### src/rtl/midi_cmd_feeder_pkg.sv
// Shared constants, state encoding and command decode helpers for the MIDI command feeder.
// The command layout is fixed: [15] START/STOP, [14:8] note, [7:0] payload.
package midi_cmd_feeder_pkg;

  localparam int CMD_W         = 16;
  localparam int CMD_START_BIT = 15;
  localparam int NOTE_MSB      = 14;
  localparam int NOTE_LSB      = 8;
  localparam logic [NOTE_MSB-NOTE_LSB:0] STOP_ALL_NOTE = 7'h7F;

  typedef enum logic [1:0] {
    ST_IDLE  = 2'd0,
    ST_ISSUE = 2'd1,
    ST_GAP   = 2'd2
  } feeder_state_e;

  // Note 0 is reserved as "off", so a START on it is meaningless; an all-zero word is
  // indistinguishable from the idle bus.
  function automatic logic is_valid_cmd(input logic [CMD_W-1:0] cmd);
    logic start_cmd;
    logic note_zero;
    start_cmd = cmd[CMD_START_BIT];
    note_zero = (cmd[NOTE_MSB:NOTE_LSB] == '0);
    return (cmd != '0) && !(start_cmd && note_zero);
  endfunction

  function automatic logic is_stop_all(input logic [CMD_W-1:0] cmd);
    return !cmd[CMD_START_BIT] && (cmd[NOTE_MSB:NOTE_LSB] == STOP_ALL_NOTE);
  endfunction

endpackage

### src/rtl/midi_cmd_feeder_if.sv
// Host-side write port and bank-manager-side command output of the MIDI command feeder.
// The master modport is the host/bridge view, the slave modport is the feeder itself.
interface midi_cmd_feeder_if
  import midi_cmd_feeder_pkg::*;
#(
  parameter int DEPTH = 8
) ();

  localparam int LVL_W = $clog2(DEPTH) + 1;

  logic             i_wr;
  logic [CMD_W-1:0] i_wdata;
  logic             i_clr_ovf;
  logic             o_full;
  logic [LVL_W-1:0] o_level;
  logic             o_overflow;
  logic [CMD_W-1:0] o_data;

  modport master (
    output i_wr,
    output i_wdata,
    output i_clr_ovf,
    input  o_full,
    input  o_level,
    input  o_overflow,
    input  o_data
  );

  modport slave (
    input  i_wr,
    input  i_wdata,
    input  i_clr_ovf,
    output o_full,
    output o_level,
    output o_overflow,
    output o_data
  );

endinterface

### src/rtl/midi_cmd_feeder_cmd_fifo.sv
// Synchronous command FIFO with first-word fall-through head and a single-cycle flush.
// Pointers carry one extra bit so full and empty are distinguishable after wrap-around.
module cmd_fifo
  import midi_cmd_feeder_pkg::*;
#(
  parameter int DEPTH = 8,
  parameter int WIDTH = CMD_W
) (
  input  logic                     clk,
  input  logic                     rst_n,
  input  logic                     push,
  input  logic [WIDTH-1:0]         wdata,
  input  logic                     pop,
  input  logic                     flush,
  output logic [WIDTH-1:0]         rdata,
  output logic                     full,
  output logic                     empty,
  output logic [$clog2(DEPTH):0]   level
);

  localparam int AW = $clog2(DEPTH);

  logic [AW:0]       wr_ptr_q, wr_ptr_d;
  logic [AW:0]       rd_ptr_q, rd_ptr_d;
  logic [WIDTH-1:0]  mem_q [DEPTH];
  logic [WIDTH-1:0]  mem_d [DEPTH];

  assign empty = (wr_ptr_q == rd_ptr_q);
  assign full  = (wr_ptr_q[AW] != rd_ptr_q[AW]) && (wr_ptr_q[AW-1:0] == rd_ptr_q[AW-1:0]);
  assign level = wr_ptr_q - rd_ptr_q;
  assign rdata = mem_q[rd_ptr_q[AW-1:0]];

  // A flush rebases both pointers to zero; a push in the same cycle lands in slot 0
  // and becomes the only entry.
  always_comb begin
    mem_d    = mem_q;
    wr_ptr_d = wr_ptr_q;
    rd_ptr_d = rd_ptr_q;
    if (flush) begin
      wr_ptr_d = '0;
      rd_ptr_d = '0;
    end else if (pop && !empty) begin
      rd_ptr_d = rd_ptr_q + 1'b1;
    end
    if (push) begin
      mem_d[wr_ptr_d[AW-1:0]] = wdata;
      wr_ptr_d                = wr_ptr_d + 1'b1;
    end
  end

  always_ff @(posedge clk or negedge rst_n) begin
    if (!rst_n) begin
      wr_ptr_q <= '0;
      rd_ptr_q <= '0;
      mem_q    <= '{default: '0};
    end else begin
      wr_ptr_q <= wr_ptr_d;
      rd_ptr_q <= rd_ptr_d;
      mem_q    <= mem_d;
    end
  end

endmodule

### src/rtl/midi_cmd_feeder.sv
// Buffers host note commands and presents each one for a single clock, followed by GAP zero cycles.
// Build option STOP_ALL_FLUSH_EN: an accepted STOP_ALL discards every queued, not-yet-issued command.
//
// state    | meaning
// ---------+-----------------------------------------------------------
// ST_IDLE  | nothing in flight; pops the FIFO head as soon as one exists
// ST_ISSUE | o_data carries the command for this one cycle
// ST_GAP   | o_data held at zero while cnt_q counts down to zero
module midi_cmd_feeder
  import midi_cmd_feeder_pkg::*;
#(
  parameter int DEPTH = 8,
  parameter int GAP   = 2
) (
  input  logic             clk,
  input  logic             rst_n,
  midi_cmd_feeder_if.slave bus
);

  localparam int LVL_W = $clog2(DEPTH) + 1;
  localparam int CNT_W = (GAP > 1) ? $clog2(GAP) : 1;

  feeder_state_e    state_q, state_d;
  logic [CNT_W-1:0] cnt_q, cnt_d;
  logic [CMD_W-1:0] data_q, data_d;
  logic             ovf_q, ovf_d;

  logic             pop;
  logic             push;
  logic             flush;
  logic             cmd_valid;
  logic             wr_drop;
  logic [CMD_W-1:0] fifo_head;
  logic             fifo_full;
  logic             fifo_empty;
  logic [LVL_W-1:0] fifo_level;

  cmd_fifo #(
    .DEPTH (DEPTH),
    .WIDTH (CMD_W)
  ) u_cmd_fifo (
    .clk   (clk),
    .rst_n (rst_n),
    .push  (push),
    .wdata (bus.i_wdata),
    .pop   (pop),
    .flush (flush),
    .rdata (fifo_head),
    .full  (fifo_full),
    .empty (fifo_empty),
    .level (fifo_level)
  );

  always_ff @(posedge clk or negedge rst_n) begin
    if (!rst_n) begin
      state_q <= ST_IDLE;
      cnt_q   <= '0;
      data_q  <= '0;
      ovf_q   <= 1'b0;
    end else begin
      state_q <= state_d;
      cnt_q   <= cnt_d;
      data_q  <= data_d;
      ovf_q   <= ovf_d;
    end
  end

  // The last gap cycle hands straight over to the next issue, so queued commands
  // leave every GAP+1 cycles instead of paying an extra IDLE cycle.
  always_comb begin
    state_d = state_q;
    cnt_d   = cnt_q;
    case (state_q)
      ST_IDLE: begin
        if (!fifo_empty) state_d = ST_ISSUE;
      end
      ST_ISSUE: begin
        state_d = ST_GAP;
        cnt_d   = CNT_W'(GAP - 1);
      end
      ST_GAP: begin
        if (cnt_q == '0) begin
          state_d = fifo_empty ? ST_IDLE : ST_ISSUE;
        end else begin
          cnt_d = cnt_q - 1'b1;
        end
      end
      default: begin
        state_d = ST_IDLE;
        cnt_d   = '0;
      end
    endcase
  end

  always_comb begin
    pop    = !fifo_empty && ((state_q == ST_IDLE) || ((state_q == ST_GAP) && (cnt_q == '0)));
    data_d = pop ? fifo_head : '0;
  end

  // A pop in the same cycle frees a slot, so a write against a full FIFO still lands.
  always_comb begin
    cmd_valid = is_valid_cmd(bus.i_wdata);
    push      = bus.i_wr && cmd_valid && (!fifo_full || pop);
    wr_drop   = bus.i_wr && !push;
    if (wr_drop) begin
      ovf_d = 1'b1;
    end else if (bus.i_clr_ovf) begin
      ovf_d = 1'b0;
    end else begin
      ovf_d = ovf_q;
    end
`ifdef STOP_ALL_FLUSH_EN
    flush = push && is_stop_all(bus.i_wdata);
`else
    flush = 1'b0;
`endif
  end

  assign bus.o_data     = data_q;
  assign bus.o_full     = fifo_full;
  assign bus.o_level    = fifo_level;
  assign bus.o_overflow = ovf_q;

endmodule

### src/flat_wrapper.sv
// flat-port wrapper written by rule: the top's interface ports become plain ports
module midi_cmd_feeder_flat import midi_cmd_feeder_pkg::*;
#(
  parameter int DEPTH = 8,
  parameter int GAP   = 2
)
  (clk, rst_n, bus_i_wr, bus_i_wdata, bus_i_clr_ovf, bus_o_full, bus_o_level, bus_o_overflow, bus_o_data);
  midi_cmd_feeder_if #(.DEPTH(DEPTH)) bus_i ();
  input  logic clk;
  input  logic rst_n;
  input wire logic [$bits(bus_i.i_wr)-1:0] bus_i_wr;
  input wire logic [$bits(bus_i.i_wdata)-1:0] bus_i_wdata;
  input wire logic [$bits(bus_i.i_clr_ovf)-1:0] bus_i_clr_ovf;
  output wire logic [$bits(bus_i.o_full)-1:0] bus_o_full;
  output wire logic [$bits(bus_i.o_level)-1:0] bus_o_level;
  output wire logic [$bits(bus_i.o_overflow)-1:0] bus_o_overflow;
  output wire logic [$bits(bus_i.o_data)-1:0] bus_o_data;
  assign bus_i.i_wr = bus_i_wr;
  assign bus_i.i_wdata = bus_i_wdata;
  assign bus_i.i_clr_ovf = bus_i_clr_ovf;
  assign bus_o_full = bus_i.o_full;
  assign bus_o_level = bus_i.o_level;
  assign bus_o_overflow = bus_i.o_overflow;
  assign bus_o_data = bus_i.o_data;
  midi_cmd_feeder #(.DEPTH(DEPTH), .GAP(GAP)) u_core (.clk(clk), .rst_n(rst_n), .bus(bus_i));
endmodule
### config.mk
export PLATFORM = sky130hd
export DESIGN_NAME = midi_cmd_feeder_flat
export DESIGN_NICKNAME = d
export VERILOG_FILES = /design/src/rtl/midi_cmd_feeder_pkg.sv /design/src/rtl/midi_cmd_feeder_if.sv /design/src/rtl/midi_cmd_feeder_cmd_fifo.sv /design/src/rtl/midi_cmd_feeder.sv /design/src/flat_wrapper.sv
export SDC_FILE = /design/constraint.sdc
export NUM_CORES = 1
export LEC_CHECK = 0
export ABC_AREA = 1
export CAP_MARGIN = 20
export CORE_UTILIZATION = 46
export DETAILED_ROUTE_END_ITERATION = 10
export PLACE_DENSITY = 0.64
export SYNTH_ARGS = -nofsm -noshare
export SYNTH_HDL_FRONTEND = slang
export SYNTH_SLANG_ARGS = --single-unit
### constraint.sdc
create_clock -name clk -period 2.8 [get_ports clk]
set_input_delay 0.56 -clock clk [delete_from_list [all_inputs] [get_ports clk]]
set_output_delay 0.56 -clock clk [all_outputs]
set_load 0.05 [all_outputs]
==> impl_metrics.py <==
metrics = {
    "power_and_ir_drop": {
        "p_seq_share_pct": 32.7,
        "ir_worst_vdd_mv": 1.83,
        "swShare_pct": 43.8,
        "internal_power_mw": 6.57,
        "p_leak_nw": 4.48,
        "power.switching_mw": 5.12,
        "fin_total_pwr_mw": 11.7,
        "p_clk_share_pct": 20.2,
        "pwr_density_cell_mw_per_mm2": 1280,
        "pwr-share-comb_pct": 47.0,
    },
    "cts": {
        "clk_latency_ns": 0.43,
        "cts_resized": 1,
        "clk_pin_slew_ns": 0.06,
        "cts_root_buf": "clkbuf_16",
        "cts_made_buffers": 17,
        "post_cts_buffers": 0,
        "cts_num_sinks": 156,
        "hold_buffers": 0,
        "htree_levels": 4,
        "cts_tree": "yes",
        "cts_max_path_buffers": 2,
    },
    "global_route": {
        "grt_overflow": 0,
        "grt_pass1_vias": 6759,
        "antenna_found_initial": 0,
        "grt_max_degree": 69,
        "grt_first_pass_wirelength_um": 37100,
        "grt_usage_pct": 28.0,
    },
    "worst_setup_path": {
        "cp_slowest_cell": "dfrtp_1",
        "cp.arrival_ns": 2.15,
        "cp-start-kind": "register",
        "crit_required_ns": 2.24,
        "critical_path_class": "register to output port",
        "crit_fanout": 7,
        "end_kind": "output port",
        "cp_cell_sequence": "inv_2 -> ha_1 -> fa_1 -> xnor2_1 -> buf_12",
        "slowest_delay_ns": 0.50,
    },
    "synthesis": {
        "synth_nets": 988,
        "synth.cell_area_mm2": 0.00775,
        "synth_cell_type_count": 31,
        "synth_top_area_cell": "dfrtp_1",
        "netlist_instances": 962,
        "yosys_warnings": 0,
        "syn_area_per_cell_um2": 8.06,
        "synth_seq_cells": 156,
        "synth.top_cell.area_share_pct": 50.4,
        "synth_area_leaders": "dfrtp_1 50%, nand2_1 17%, nand4_1 10%",
        "seq_area_frac_synth_pct": 50.4,
    },
    "final_layout": {
        "fin_nets": 1020,
        "fin_util_pct": 55.3,
        "layout-drive-gt1-share_pct": 11.5,
        "design_area_mm2": 0.00914,
        "area_delta_synth_final_pct": 17.9,
        "fillers": 1536,
        "n_antenna_cell": 0,
        "fin_cells": 1226,
    },
    "drt": {
        "drtIter0Drc": 907,
        "wl_um": 23500,
        "drc_errors": 0,
        "vias_per_cell": 5.76,
        "wl_per_cell_um": 19.2,
        "ant_nets": 0,
        "drt-pass1-iter-count": 5,
        "num_vias": 7061,
    },
    "die": {
        "die_h_um": 132,
        "die_w_um": 132,
        "dieArea_mm2": 0.0174,
        "initial_core_util_pct": 46.9,
        "core_region_area_mm2": 0.0165,
        "pin_count": 42,
        "num_rows": 47,
    },
    "timing": {
        "period_needed_ns": 2.71,
        "final_max_slew_viol_count": 0,
        "hold_viol_final": 0,
        "tightest_slew_ns": 0.860,
        "min_period_over_period_pct": 96.8,
        "skew_ns": 0.00882,
        "max_freq_ghz": 0.369,
        "timing.setup.tns_ns": 0,
        "rsz0062_at_grt": "no",
        "relSlewSlack_pct": 42.7,
        "setup_viol": 0,
    },
    "run": {
        "cap_violations": 0,
    },
    "status": {
        "status": "finished, final reports clean",
    },
    "min_path": {
        "min_path_type": "input pin to asynchronous set/reset pin",
    },
    "placed_design": {
        "place_inst": 1195,
        "hpwl_um": 13900,
        "place_congestion": 0.804,
        "placed_cell_area_mm2": 0.00855,
        "port_buffers": 41,
    },
}
## worst paths after layout
path / depth (start not counted) / to / start / slack [ns]
max: 5 / bus_o_level[2] / u_core.u_cmd_fifo.wr_ptr_q[0] / 0.09
min: 1 / u_core.u_cmd_fifo.mem_q[121] / rst_n / 0.12
max reg2reg: 11 / u_core.u_cmd_fifo.mem_q[117] / u_core.u_cmd_fifo.wr_ptr_q[0] / 0.36
min reg2reg: 1 / u_core.cnt_q / u_core.state_q[1] / 0.46
max in group asynchronous: 2 / u_core.u_cmd_fifo.mem_q[15] / rst_n / 1.92
min in group clk: 1 / u_core.cnt_q / u_core.state_q[1] / 0.46
## per-stage QoR
step                hold WS (ns)  worst slack, ns
global route               0.146          0.00622
global placement           0.426            0.265
CTS                        0.129           0.0799
floorplan                  0.264           0.0299
finish                     0.118           0.0883
detailed placement         0.442            0.265
## cell type report
cell class	instances	area, um2	area share, %
Sequential cell	156	3910	42.7
Timing Repair Buffer	100	993	10.9
Multi-Input combinational cell	704	3310	36.3
Inverter	15	58.8	0.644
Tap cell	220	275	3.01
Clock buffer	19	443	4.85
Clock inverter	12	146	1.60
## metal layers
layer | routed length [um] | up-vias | track usage, %
met2 | 11000 | 313 | 43.0
met4 | 714 | 0 | 12.0
met3 | 1720 | 48 | 6.04
li1 | - | 3278 | -
met5 | 0 | - | 0
met1 | 10000 | 3422 | 38.3
## critical path: cells and delay by family (launching register included)
kind	cells	cell delay (ns)
buffers and inverters	2	0.31
adders and majority gates	2	0.63
DFF	1	0.50
xor gates and xnor gates	1	0.28
## synthesized netlist by cell type (all sizes together)
| master | instances |
|---|---|
| nand2 | 344 |
| dfrtp | 156 |
| nand4 | 129 |
| nor2 | 84 |
| buf | 65 |
| nand3 | 42 |
| o21ai | 39 |
| a21oi | 32 |
| clkbuf | 22 |
| nor3 | 17 |
| inv | 14 |
| ha | 5 |
| xor2 | 4 |
| xnor2 | 2 |
| a21boi | 1 |
| clkinv | 1 |
| fa | 1 |
| nor2b | 1 |
| o211ai | 1 |
| o21bai | 1 |
| o22ai | 1 |
## cells in the final DEF (no fill, tap or decap), drive strengths merged
cell           Yosys  routed
ha                 5       5
bufinv             0       3
nor3              17      17
clkinvlp           0       3
nor2b              1       1
o21ai             39      39
o211ai             1       1
o21bai             1       1
clkdlybuf4s50      0      35
inv               14      15
dlygate4sd2        0       1
a21oi             32      32
nand2            344     344
xnor2              2       2
o22ai              1       1
clkinv             1       6
dfrtp            156     156
buf               65      64
nand4            129     129
nand3             42      42
clkbuf            22      19
a21boi             1       1
xor2               4       4
nor2              84      84
fa                 1       1
## state kept, by name (all words and copies together), names as in the netlist
name and count:
u_core.u_cmd_fifo.rd_ptr_q 4, u_core.u_cmd_fifo.wr_ptr_q 4, u_core.bus.o_overflow 1, u_core.state_q 2, u_core.u_cmd_fifo.mem_q 128, u_core.bus.o_data 16, u_core.cnt_q 1
## cell families after synthesis
group,count (synthesis),share of synthesized area [%]
buffers and inverters,102,7.12
adders and majority gates,6,1.07
DFF,156,50.4
and+or+nand+nor,617,35.7
xor gates and xnor gates,6,0.678
AOI/OAI and AO/OA,75,5.10
## power by group through the flow
| stage | Combinational, mW | Clock, mW | Sequential [mW] |
|---|---|---|---|
| floorplan | 3.29 | 0 | 4.02 |
| global placement | 5.36 | 0 | 3.81 |
| detailed placement | 5.44 | 0 | 3.83 |
| CTS | 5.47 | 2.38 | 3.81 |
| global route | 5.99 | 2.49 | 3.93 |
| finish | 5.50 | 2.37 | 3.82 |
Note: power is estimated with default switching activity, not from simulation.
